`config.mk`:
```
export PLATFORM = sky130hd
export DESIGN_NAME = tracer_dump_master
export DESIGN_NICKNAME = d
export VERILOG_FILES = /design/src/rtl/tracer_pkg.sv /design/src/rtl/tracer_word_ser.sv /design/src/rtl/tracer_dump_master.sv
export SDC_FILE = /design/constraint.sdc
export NUM_CORES = 1
export LEC_CHECK = 0
export BUFFER_PORTS_ARGS = -buffer_cell sky130_fd_sc_hd__buf_2
export CELL_PAD_IN_SITES_DETAIL_PLACEMENT = 1
export CELL_PAD_IN_SITES_GLOBAL_PLACEMENT = 1
export CORE_MARGIN = 10
export CORE_UTILIZATION = 44
export CTS_BUF_LIST = sky130_fd_sc_hd__clkbuf_8
export DETAILED_ROUTE_END_ITERATION = 10
export PLACE_DENSITY_LB_ADDON = 0.12
export SYNTH_ARGS = -nofsm -noshare
export SYNTH_HDL_FRONTEND = slang
export SYNTH_SLANG_ARGS = --single-unit
```
`constraint.sdc`:
```
create_clock -name wb_clk_i -period 3.3 [get_ports wb_clk_i]
set_clock_uncertainty 0.15 [all_clocks]
set_input_delay 0.33 -clock wb_clk_i [delete_from_list [all_inputs] [get_ports wb_clk_i]]
set_output_delay 0.33 -clock wb_clk_i [all_outputs]
set_load 0.01 [all_outputs]
```
`src/rtl/tracer_pkg.sv`:
```
// Shared definitions for the trace-logger dump master: FSM encoding, bank layout, header sync bytes.
// Optional macro TRACER_DUMP_HDR_EN adds the per-bank header state.
package tracer_pkg;

  localparam int WORD_W         = 32;
  localparam int BYTE_W         = 8;
  localparam int BYTES_PER_WORD = WORD_W / BYTE_W;

  localparam logic [31:0]       BANK_STRIDE = 32'h1000;
  localparam logic [BYTE_W-1:0] HDR_SYNC0   = 8'hA5;
  localparam logic [BYTE_W-1:0] HDR_SYNC1   = 8'h5A;

  typedef enum logic [2:0] {
    ST_IDLE  = 3'd0,
    ST_ARM   = 3'd1,
    ST_RD    = 3'd2,
    ST_SHIFT = 3'd3
`ifdef TRACER_DUMP_HDR_EN
    , ST_HDR = 3'd4
`endif
  } state_t;

  function automatic logic [31:0] rd_addr(input logic [31:0] base,
                                          input logic [1:0]  bank,
                                          input logic [31:0] idx);
    return base + (32'(bank) * BANK_STRIDE) + (idx << 2);
  endfunction

  // Header goes out LSB first: sync0, sync1, bank, zero.
  function automatic logic [WORD_W-1:0] hdr_word(input logic [1:0] bank);
    return {8'h00, 6'b0, bank, HDR_SYNC1, HDR_SYNC0};
  endfunction

endpackage

```
`src/rtl/tracer_word_ser.sv`:
```
// 32-bit word to byte stream serializer, LSB byte first, valid/ready output.
// done pulses combinationally in the cycle the last byte is accepted.
module tracer_word_ser
  import tracer_pkg::*;
(
  input  logic              clk,
  input  logic              rst_n,
  input  logic              load,
  input  logic [WORD_W-1:0] word,
  output logic [BYTE_W-1:0] tx_data,
  output logic              tx_valid,
  input  logic              tx_ready,
  output logic              done
);

  localparam int CW = $clog2(BYTES_PER_WORD);

  // Handshake: a byte transfers on a cycle with tx_valid=1 and tx_ready=1;
  // tx_data holds still while tx_valid=1 and tx_ready=0.
  logic [WORD_W-1:0] shreg;
  logic [CW-1:0]     cnt;
  logic              active;

  always_ff @(posedge clk or negedge rst_n) begin
    if (!rst_n) begin
      shreg  <= '0;
      cnt    <= '0;
      active <= 1'b0;
    end else if (load) begin
      shreg  <= word;
      cnt    <= '0;
      active <= 1'b1;
    end else if (active && tx_ready) begin
      shreg <= {BYTE_W'(0), shreg[WORD_W-1:BYTE_W]};
      cnt   <= cnt + CW'(1);
      if (cnt == CW'(BYTES_PER_WORD - 1)) active <= 1'b0;
    end
  end

  assign tx_data  = shreg[BYTE_W-1:0];
  assign tx_valid = active;
  assign done     = active && tx_ready && (cnt == CW'(BYTES_PER_WORD - 1));

endmodule

```
`src/rtl/tracer_dump_master.sv`:
```
// Wishbone master that arms the trace logger trigger and dumps every bank as a byte stream.
// Define TRACER_DUMP_HDR_EN to prefix each bank with a 4-byte header.
module tracer_dump_master
  import tracer_pkg::*;
#(
  parameter logic [31:0] BASE_ADDR   = 32'h0000_0000,
  parameter int          DEPTH       = 1024,
  parameter int          NUM_BANKS   = 4,
  parameter int          ACK_TIMEOUT = 255
) (
  input  logic        wb_clk_i,
  input  logic        wb_rst_n_i,
  input  logic        arm_i,
  input  logic [31:0] trig_val_i,
  input  logic        dump_i,
  output logic        busy_o,
  output logic        err_o,
  output logic [31:0] wb_adr_o,
  output logic [31:0] wb_dat_o,
  output logic [3:0]  wb_sel_o,
  output logic        wb_we_o,
  output logic        wb_cyc_o,
  output logic        wb_stb_o,
  input  logic [31:0] wb_dat_i,
  input  logic        wb_ack_i,
  input  logic        wb_err_i,
  output logic [7:0]  tx_data_o,
  output logic        tx_valid_o,
  input  logic        tx_ready_i,
  output state_t      dbg_state_o
);

  localparam int IW = (DEPTH > 1) ? $clog2(DEPTH) : 1;
  localparam int TW = $clog2(ACK_TIMEOUT + 1);

  state_t            state, state_n;
  logic [1:0]        bank, bank_n;
  logic [IW-1:0]     idx, idx_n;
  logic [TW-1:0]     tcnt;
  logic              timeout, err_n;
  logic              ser_load, ser_done;
  logic [WORD_W-1:0] ser_word;

  assign timeout     = (tcnt == TW'(ACK_TIMEOUT - 1));
  assign busy_o      = (state != ST_IDLE);
  assign wb_sel_o    = 4'hf;
  assign dbg_state_o = state;

  tracer_word_ser u_ser (
    .clk      (wb_clk_i),
    .rst_n    (wb_rst_n_i),
    .load     (ser_load),
    .word     (ser_word),
    .tx_data  (tx_data_o),
    .tx_valid (tx_valid_o),
    .tx_ready (tx_ready_i),
    .done     (ser_done)
  );

  always_comb begin
    state_n  = state;
    bank_n   = bank;
    idx_n    = idx;
    ser_load = 1'b0;
    ser_word = '0;
    err_n    = 1'b0;
    case (state)
      ST_IDLE: begin
        if (arm_i) begin
          state_n = ST_ARM;
        end else if (dump_i) begin
          bank_n = '0;
          idx_n  = '0;
`ifdef TRACER_DUMP_HDR_EN
          state_n  = ST_HDR;
          ser_load = 1'b1;
          ser_word = hdr_word(2'd0);
`else
          state_n  = ST_RD;
`endif
        end
      end
      ST_ARM: begin
        // An error wins over a same-cycle ack.
        if (wb_err_i || (!wb_ack_i && timeout)) begin
          state_n = ST_IDLE;
          err_n   = 1'b1;
        end else if (wb_ack_i) begin
          state_n = ST_IDLE;
        end
      end
      ST_RD: begin
        if (wb_err_i || (!wb_ack_i && timeout)) begin
          state_n = ST_IDLE;
          err_n   = 1'b1;
        end else if (wb_ack_i) begin
          state_n  = ST_SHIFT;
          ser_load = 1'b1;
          ser_word = wb_dat_i;
        end
      end
      ST_SHIFT: begin
        if (ser_done) begin
          if (idx == IW'(DEPTH - 1)) begin
            idx_n = '0;
            if (bank == 2'(NUM_BANKS - 1)) begin
              state_n = ST_IDLE;
            end else begin
              bank_n = bank + 2'd1;
`ifdef TRACER_DUMP_HDR_EN
              state_n  = ST_HDR;
              ser_load = 1'b1;
              ser_word = hdr_word(bank + 2'd1);
`else
              state_n  = ST_RD;
`endif
            end
          end else begin
            idx_n   = idx + IW'(1);
            state_n = ST_RD;
          end
        end
      end
`ifdef TRACER_DUMP_HDR_EN
      ST_HDR: begin
        if (ser_done) state_n = ST_RD;
      end
`endif
      default: state_n = ST_IDLE;
    endcase
  end

  // Bus outputs are registered from the next state so a reset clears them at once.
  always_ff @(posedge wb_clk_i or negedge wb_rst_n_i) begin
    if (!wb_rst_n_i) begin
      state    <= ST_IDLE;
      bank     <= '0;
      idx      <= '0;
      tcnt     <= '0;
      err_o    <= 1'b0;
      wb_cyc_o <= 1'b0;
      wb_stb_o <= 1'b0;
      wb_we_o  <= 1'b0;
      wb_adr_o <= '0;
      wb_dat_o <= '0;
    end else begin
      state    <= state_n;
      bank     <= bank_n;
      idx      <= idx_n;
      err_o    <= err_n;
      tcnt     <= ((state_n == state) && ((state == ST_ARM) || (state == ST_RD)))
                  ? tcnt + TW'(1) : '0;
      wb_cyc_o <= (state_n == ST_ARM) || (state_n == ST_RD);
      wb_stb_o <= (state_n == ST_ARM) || (state_n == ST_RD);
      wb_we_o  <= (state_n == ST_ARM);
      if ((state == ST_IDLE) && arm_i) wb_dat_o <= trig_val_i;
      if (state_n == ST_ARM)     wb_adr_o <= BASE_ADDR;
      else if (state_n == ST_RD) wb_adr_o <= rd_addr(BASE_ADDR, bank_n, 32'(idx_n));
    end
  end

endmodule

```
==> run metrics, run 1 <==
syn_area_per_cell=between 10 and 15 um2; Worst Setup EP=wb_adr_o[11]$_DFFE_PN0P_; Worst slew margin=37.7%; Remaining DRCs=0; Nets=around 650; Reg clk slew, reported paths=~100 ps; largest net degree at the start of global routing=67; slowest CP cell=dfrtp_1; vias in the first global route=around 3900; layout cells sized above 1=between 30% and 40%; top cell type's share of synthesized area=between 50% and 60%; Final Max Slew Viols=0; CP Max Fanout=14; Port Buffers=131; Period minus WS final=between 2000 and 3000 ps; crit share post-route=around four fifths; DRT iter0 DRCs=between 200 and 250; count of cell types in the netlist=~60; most common cell in the synthesized netlist=dfrtp_1; worst ir drop on vdd=roughly 260 uV; max incr delay on CP=600 ps; # rows=39; placed inst area=5640 um2; Ys Warns=0; cell count along the critical path=5; CTS buffer count=9; Final Hold Fails=0; leading area contributor after synthesis=dfrtp_1; Total Routing Usage GR=around 15%; first-pass GRT wire length=about 20000 um; setup ws final=around 660 ps; Main synth FF type=dfrtp_1; asr flop ratio synth=between 90% and 100%; initial antenna violation count=0; Post-Synthesis Cell Area=slightly above 5000 um2; Placed Cells=roughly 700; Worst setup EP type=flop; htree depth=3; TritonRoute pass-1 iters=4; worst skew pair latency=around 370 ps; Hold Crit Class=in2reg; P&R area growth vs syn=17.1%; num ports=~160; CTS Buffer Depth=2; CTS sink count=around 110; CP Launch Type=flop; Post-synth EDFFs=0; Critical path origin=dbg_state_o[0]$_DFF_PN0_; post-CTS setup buffers=0; Worst R2R Setup Slack=around 660 ps; design area=around 6000 um2; status=finished clean; Worst R2R Path Depth=5; GRT overflow=0; Root Buffer=clkbuf_8; CP most frequent cell=a21oi_1; critical path arrival=between 2000 and 3000 ps; GPL Wtd Cong=0.822; WS Path Type=reg2reg; via count=3641; Initial Util=44.5%; total negative setup slack=0 ps; Vias per Instance=5.06; CP Data Required Time=between 3000 and 4000 ps; wire per inst=17.9 um; RSZ-0062 raised after global routing=no; critical register-to-register path endpoint=wb_adr_o[11]$_DFFE_PN0P_; # diodes=0; Yosys reg bits=~110; Fmax=between 300 and 400 MHz; Worst-Margin Slew=just over 900 ps; Pwr Density=between 500 and 600 nW/um2; dpl hpwl=between 9000 and 10000 um; top cell family by delay on the critical path=compound AO/OA/AOI/OAI gates; Post-CTS Hold Buffers=6; CTS tree=done; top post-synthesis cells by area=dfrtp_1 (52%), mux2_2 (7.6%), mux2i_1 (5.0%), buf_4 (4.9%), nand2_1 (4.4%); die width=between 100 and 150 um; final cell count without fillers=719; Final Routed Wirelength=about 13000 um; r2r startpoint=dbg_state_o[0]$_DFF_PN0_; worst-path cell chain=nand3b_1 > a21oi_1 > a21oi_1 > a311o_2 > mux2_4; Syn Inst Count=about 450; ANT nets after route=0; commonest cells in the synthesized netlist=dfrtp_1 (105), nand2_1 (59), o21ai_0 (35); Setup Slack @ Placement=around 690 ps; Die Y=roughly 130 um; crit path buf inv count=0; LEAKAGE=roughly 3.0 nW; cts repair resizes=0; WHS=5.68 ps; post-synthesis sequential area ratio=between 50 and 60%; die footprint=16100 um2; # setup viols final=0; Max Cap Viol=0; Core Area=roughly 11000 um2
[placed cells by master (no fill, tap or decap), drive strengths merged, types with 3 or more instances in the layout]
cell	n
conb	25
dlygate4sd3	6
nor4	3
nand4	6
o21bai	3
ha	4
xnor2	5
a21oi	7
mux2i	25
nand3b	3
clkbuf	10
and3	3
nand3	15
nor4b	4
dfrtp	105
nand2	59
nor2	17
o31ai	3
inv	7
mux2	43
o21a	11
buf	135
o21ai	37
nor3	5
and2	3
[stage by stage]
| step | total power, mW | util (%) |
|---|---|---|
| 2_1_floorplan | 2.28 | - |
| 3_3_place_gp | 2.52 | 49.8 |
| 3_5_place_dp | 2.57 | 49.8 |
| 4_1_cts | 3.38 | 52.1 |
| 5_1_grt | 3.54 | 52.1 |
| 6_report | 3.33 | 52.1 |
[flip-flops by register name (all words and copies together), names as in the netlist]
register / count
u_ser.shreg: 32
wb_dat_o: 32
wb_adr_o: 12
idx: 10
tcnt: 8
dbg_state_o: 3
bank: 2
u_ser.cnt: 2
err_o: 1
u_ser.tx_valid: 1
wb_stb_o: 1
wb_we_o: 1
[worst register-to-register path: stages, from the launching register on]
cell,delay (ps)
dfrtp_1,600
nand3b_1,480
a21oi_1,290
a21oi_1,80
a311o_2,570
mux2_4,360
[power by group]
part | internal, mW | total (mW) | switching, mW
Combinational | 0.380 | 0.822 | 0.442
Sequential | 1.55 | 1.70 | 0.155
Clock | 0.367 | 0.804 | 0.437
Total | 2.30 | 3.33 | 1.03
[routing by layer]
layer,global-route usage (%),up-vias,part of all wire (%)
met5,0,-,0
met4,5.89,0,1.9
met3,3.80,16,5.0
met2,25.8,84,50
met1,19.0,1786,43
li1,-,1755,-
[cell families after synthesis]
logic type,Yosys count,synth area share [%]
other,2,0.149
DFF,105,52.2
and+or+nand+nor,128,12.8
adders and majority gates,4,0.994
buffers and inverters,61,7.70
xor gates and xnor gates,7,1.22
AOI/OAI and AO/OA,76,9.76
muxes,68,15.2
[cell type report]
class,count,area [um2]
Inverter,6,22.5
Clock inverter,6,58.8
Sequential cell,105,2630
Clock buffer,10,138
Fill cell,1298,5420
Timing Repair Buffer,141,761
Multi-Input combinational cell,308,2110
Tap cell,143,179
[how the worst min path moves through the flow]
stage                      start                          end  slack, ps  cells after the start
global placement      wb_rst_n_i     wb_dat_o[31]$_DFFE_PN0P_        190                      1
floorplan             wb_rst_n_i            bank[0]$_DFF_PN0_       -120                      0
CTS                 wb_dat_i[23]  u_ser.shreg[23]$_DFFE_PN0P_        0.7                      3
global route        wb_dat_i[14]  u_ser.shreg[14]$_DFFE_PN0P_          5                      3
detailed placement    wb_rst_n_i     wb_dat_o[16]$_DFFE_PN0P_        190                      1
finish              wb_dat_i[23]  u_ser.shreg[23]$_DFFE_PN0P_          6                      3
Note: power is estimated with default switching activity, not from simulation.
==> run 2, diff against run 1 <==
--- a/config.mk
+++ b/config.mk
@@ -9,7 +9,7 @@
 export CELL_PAD_IN_SITES_DETAIL_PLACEMENT = 1
 export CELL_PAD_IN_SITES_GLOBAL_PLACEMENT = 1
 export CORE_MARGIN = 10
-export CORE_UTILIZATION = 44
+export CORE_UTILIZATION = 37
 export CTS_BUF_LIST = sky130_fd_sc_hd__clkbuf_8
 export DETAILED_ROUTE_END_ITERATION = 10
 export PLACE_DENSITY_LB_ADDON = 0.12
==> constraint.sdc (replaced) <==
create_clock -name wb_clk_i -period 2.1 [get_ports wb_clk_i]
set_clock_uncertainty 0.15 [all_clocks]
set_input_delay 0.21 -clock wb_clk_i [delete_from_list [all_inputs] [get_ports wb_clk_i]]
set_output_delay 0.21 -clock wb_clk_i [all_outputs]
set_load 0.01 [all_outputs]
==> run 2 against run 1 <==
- the flow now finishes with violations (negative setup slack)
- sequential share of layout area decreased by 6.6 points
- first-iteration DRC count shrank 37%
- combinational power is 82% higher
- power rose by 64%
- setup slack got worse by 700 ps
- critical path depth grew 2
- critical path type unchanged
- highest routed layer unchanged
==> run metrics, run 2 (same netlist as run 1, synthesis figures left out) <==
CTS sink count=105 (unchanged); Die Y=137 um (was 127 um); Placed Cells=760 (was 697); CP Max Fanout=6 (was 14); M1 WL=6230 um (was 5570 um); Final Max Slew Viols=0 (unchanged); LEAKAGE=3.48 nW (was 3.03 nW); Final Routed Wirelength=15400 um (was 12900 um); Top Layer Used=met4 (unchanged); initial antenna violation count=0 (unchanged); CP Launch Type=flop (unchanged); Vias per Instance=4.82 (was 5.06); # rows=42 (was 39); via count=4100 (was 3641); design area=6940 um2 (was 5900 um2); top cell family by delay on the critical path=simple AND/OR/NAND/NOR gates (was compound AO/OA/AOI/OAI gates); # setup viols final=11 (was 0); Pwr Density=786 nW/um2 (was 565 nW/um2); Hold Crit Class=in2reg (unchanged); WHS=151 ps (was 5.68 ps); final cell count without fillers=850 (was 719); Total Routing Usage GR=16.4% (was 15.5%); status=finished with violations (was finished clean); violated checks=negative setup slack; first-pass GRT wire length=24400 um (was 20500 um); Remaining DRCs=0 (unchanged); Pwr Total=5.46 mW (was 3.33 mW); layout cells sized above 1=36.9% (was 35.2%); CTS tree=done (unchanged); Final Hold Fails=0 (unchanged); CTS Buffer Depth=2 (unchanged); Nets=745 (was 646); DRT iter0 DRCs=134 (was 214); die width=137 um (was 127 um); commonest cells after routing, fill and taps aside=buf_2 (130), dfrtp_1 (102), dlygate4sd3_1 (66) (was buf_2 (130), dfrtp_1 (105), nand2_1 (58)); P&R area growth vs syn=37.8% (was 17.1%); biggest regs=u_ser.shreg (32), wb_dat_o (32), wb_adr_o (12) (unchanged); die footprint=18700 um2 (was 16100 um2); worst-path cell chain=ha_2 > nand4_1 > or3_4 > o21ai_4 > a311o_2 > clkbuf_16 > mux2_4 (was nand3b_1 > a21oi_1 > a21oi_1 > a311o_2 > mux2_4); num ports=156 (unchanged); TritonRoute pass-1 iters=4 (unchanged); worst skew pair latency=390 ps (was 370 ps); Worst slew margin=64.7% (was 37.7%); routed wl met2=8060 um (was 6420 um); slowest CP cell=dfrtp_1 (unchanged); Root Buffer=clkbuf_8 (unchanged); Fmax=468 MHz (was 379 MHz); crit share post-route=102% (was 79.9%); Worst setup EP type=flop (unchanged); critical path arrival=2260 ps (was 2740 ps); Reg clk slew, reported paths=90 ps (was 100 ps); CP Data Required Time=2220 ps (was 3410 ps); htree depth=3 (unchanged); # diodes=0 (unchanged); total negative setup slack=-232 ps (was 0 ps); CTS buffer count=9 (unchanged); Initial Util=37.9% (was 44.5%); crit path buf inv count=1 (was 0); Core Area=13300 um2 (was 11300 um2); setup ws final=-35.7 ps (was 662 ps); GPL Wtd Cong=0.795 (was 0.822); worst ir drop on vdd=524 uV (was 257 uV); Fillers=1466 (was 1298); wire per inst=18.1 um (was 17.9 um); Max Cap Viol=0 (unchanged); vias in the first global route=4610 (was 3872); dpl hpwl=10300 um (was 9710 um); Port Buffers=131 (unchanged); commonest non-fill, non-tap cell in the layout=buf_2 (unchanged); largest net degree at the start of global routing=59 (was 67); WL met3=913 um (was 641 um); Worst-Margin Slew=529 ps (was 931 ps); ANT nets after route=0 (unchanged); placed inst area=5960 um2 (was 5640 um2); max incr delay on CP=370 ps (was 600 ps); Period minus WS final=2140 ps (was 2640 ps); WS Path Type=reg2reg (unchanged); GRT overflow=0 (unchanged); RSZ-0062 raised after global routing=yes (was no)
run 2: cell count changes in the layout (fill, tap and decap cells not counted), sizes merged:
cell / delta
clkinv: -1
buf: +38
clkbuf: +1
dlygate4sd3: +60
run 2: metrics by stage:
step	setup WS [ps]	util (%)
after floorplan	-67.4	-
final	-35.7	52.2
after global routing	-142	52.2
after CTS	-18.6	51.8
after global placement	-33.5	44.8
after detailed placement	-101	44.8
run 2: layout make-up:
type,count,area [um2],area share (%)
Timing Repair Buffer,240,1730,24.9
Clock buffer,10,138,1.98
Clock inverter,5,57.6,0.829
Sequential cell,105,2630,37.9
Multi-Input combinational cell,308,2150,30.9
Tap cell,176,220,3.17
Inverter,6,22.5,0.324
run 2: layer usage:
layer / GRT usage (%) / up-vias
met4: 4.32 / 0
met2: 29.3 / 87
li1: - / 1959
met5: 0 / -
met3: 4.84 / 12
met1: 18.6 / 2042
run 2: worst reg2reg max path: stages (launching register included):
cell and delay [ps]:
dfrtp_1 370, ha_2 180, nand4_1 100, or3_4 360, o21ai_4 130, a311o_2 260, clkbuf_16 180, mux2_4 300
run 2: power breakdown:
| group | switching (mW) | leakage (nW) | internal, mW |
|---|---|---|---|
| sequential | 0.243 | 1.37 | 2.44 |
| combinational | 0.756 | 2.02 | 0.746 |
| clock | 0.700 | 0.0958 | 0.575 |
| total | 1.70 | 3.48 | 3.76 |
run 2: worst paths after layout:
path | start | to | slack [ps] | cells past startpoint
min reg2reg | u_ser.shreg[27]$_DFFE_PN0P_ | u_ser.shreg[27]$_DFFE_PN0P_ | 360 | 2
min in group asynchronous | wb_rst_n_i | u_ser.shreg[23]$_DFFE_PN0P_ | 220 | 2
min | wb_err_i | dbg_state_o[1]$_DFF_PN0_ | 150 | 5
max | idx[1]$_DFF_PN0_ | wb_adr_o[10]$_DFFE_PN0P_ | -40 | 7
max reg2reg | idx[1]$_DFF_PN0_ | wb_adr_o[10]$_DFFE_PN0P_ | -40 | 7
max in group asynchronous | wb_rst_n_i | dbg_state_o[1]$_DFF_PN0_ | 900 | 3
run 2: timing repair:
action                     4_1_cts  5_1_grt
buffers inserted                 6        2
gates resized for setup          8        5
hold endpoints to repair       101        0
cloned                           0        1
hold buffers                    66        0
setup endpoints to repair       11       32
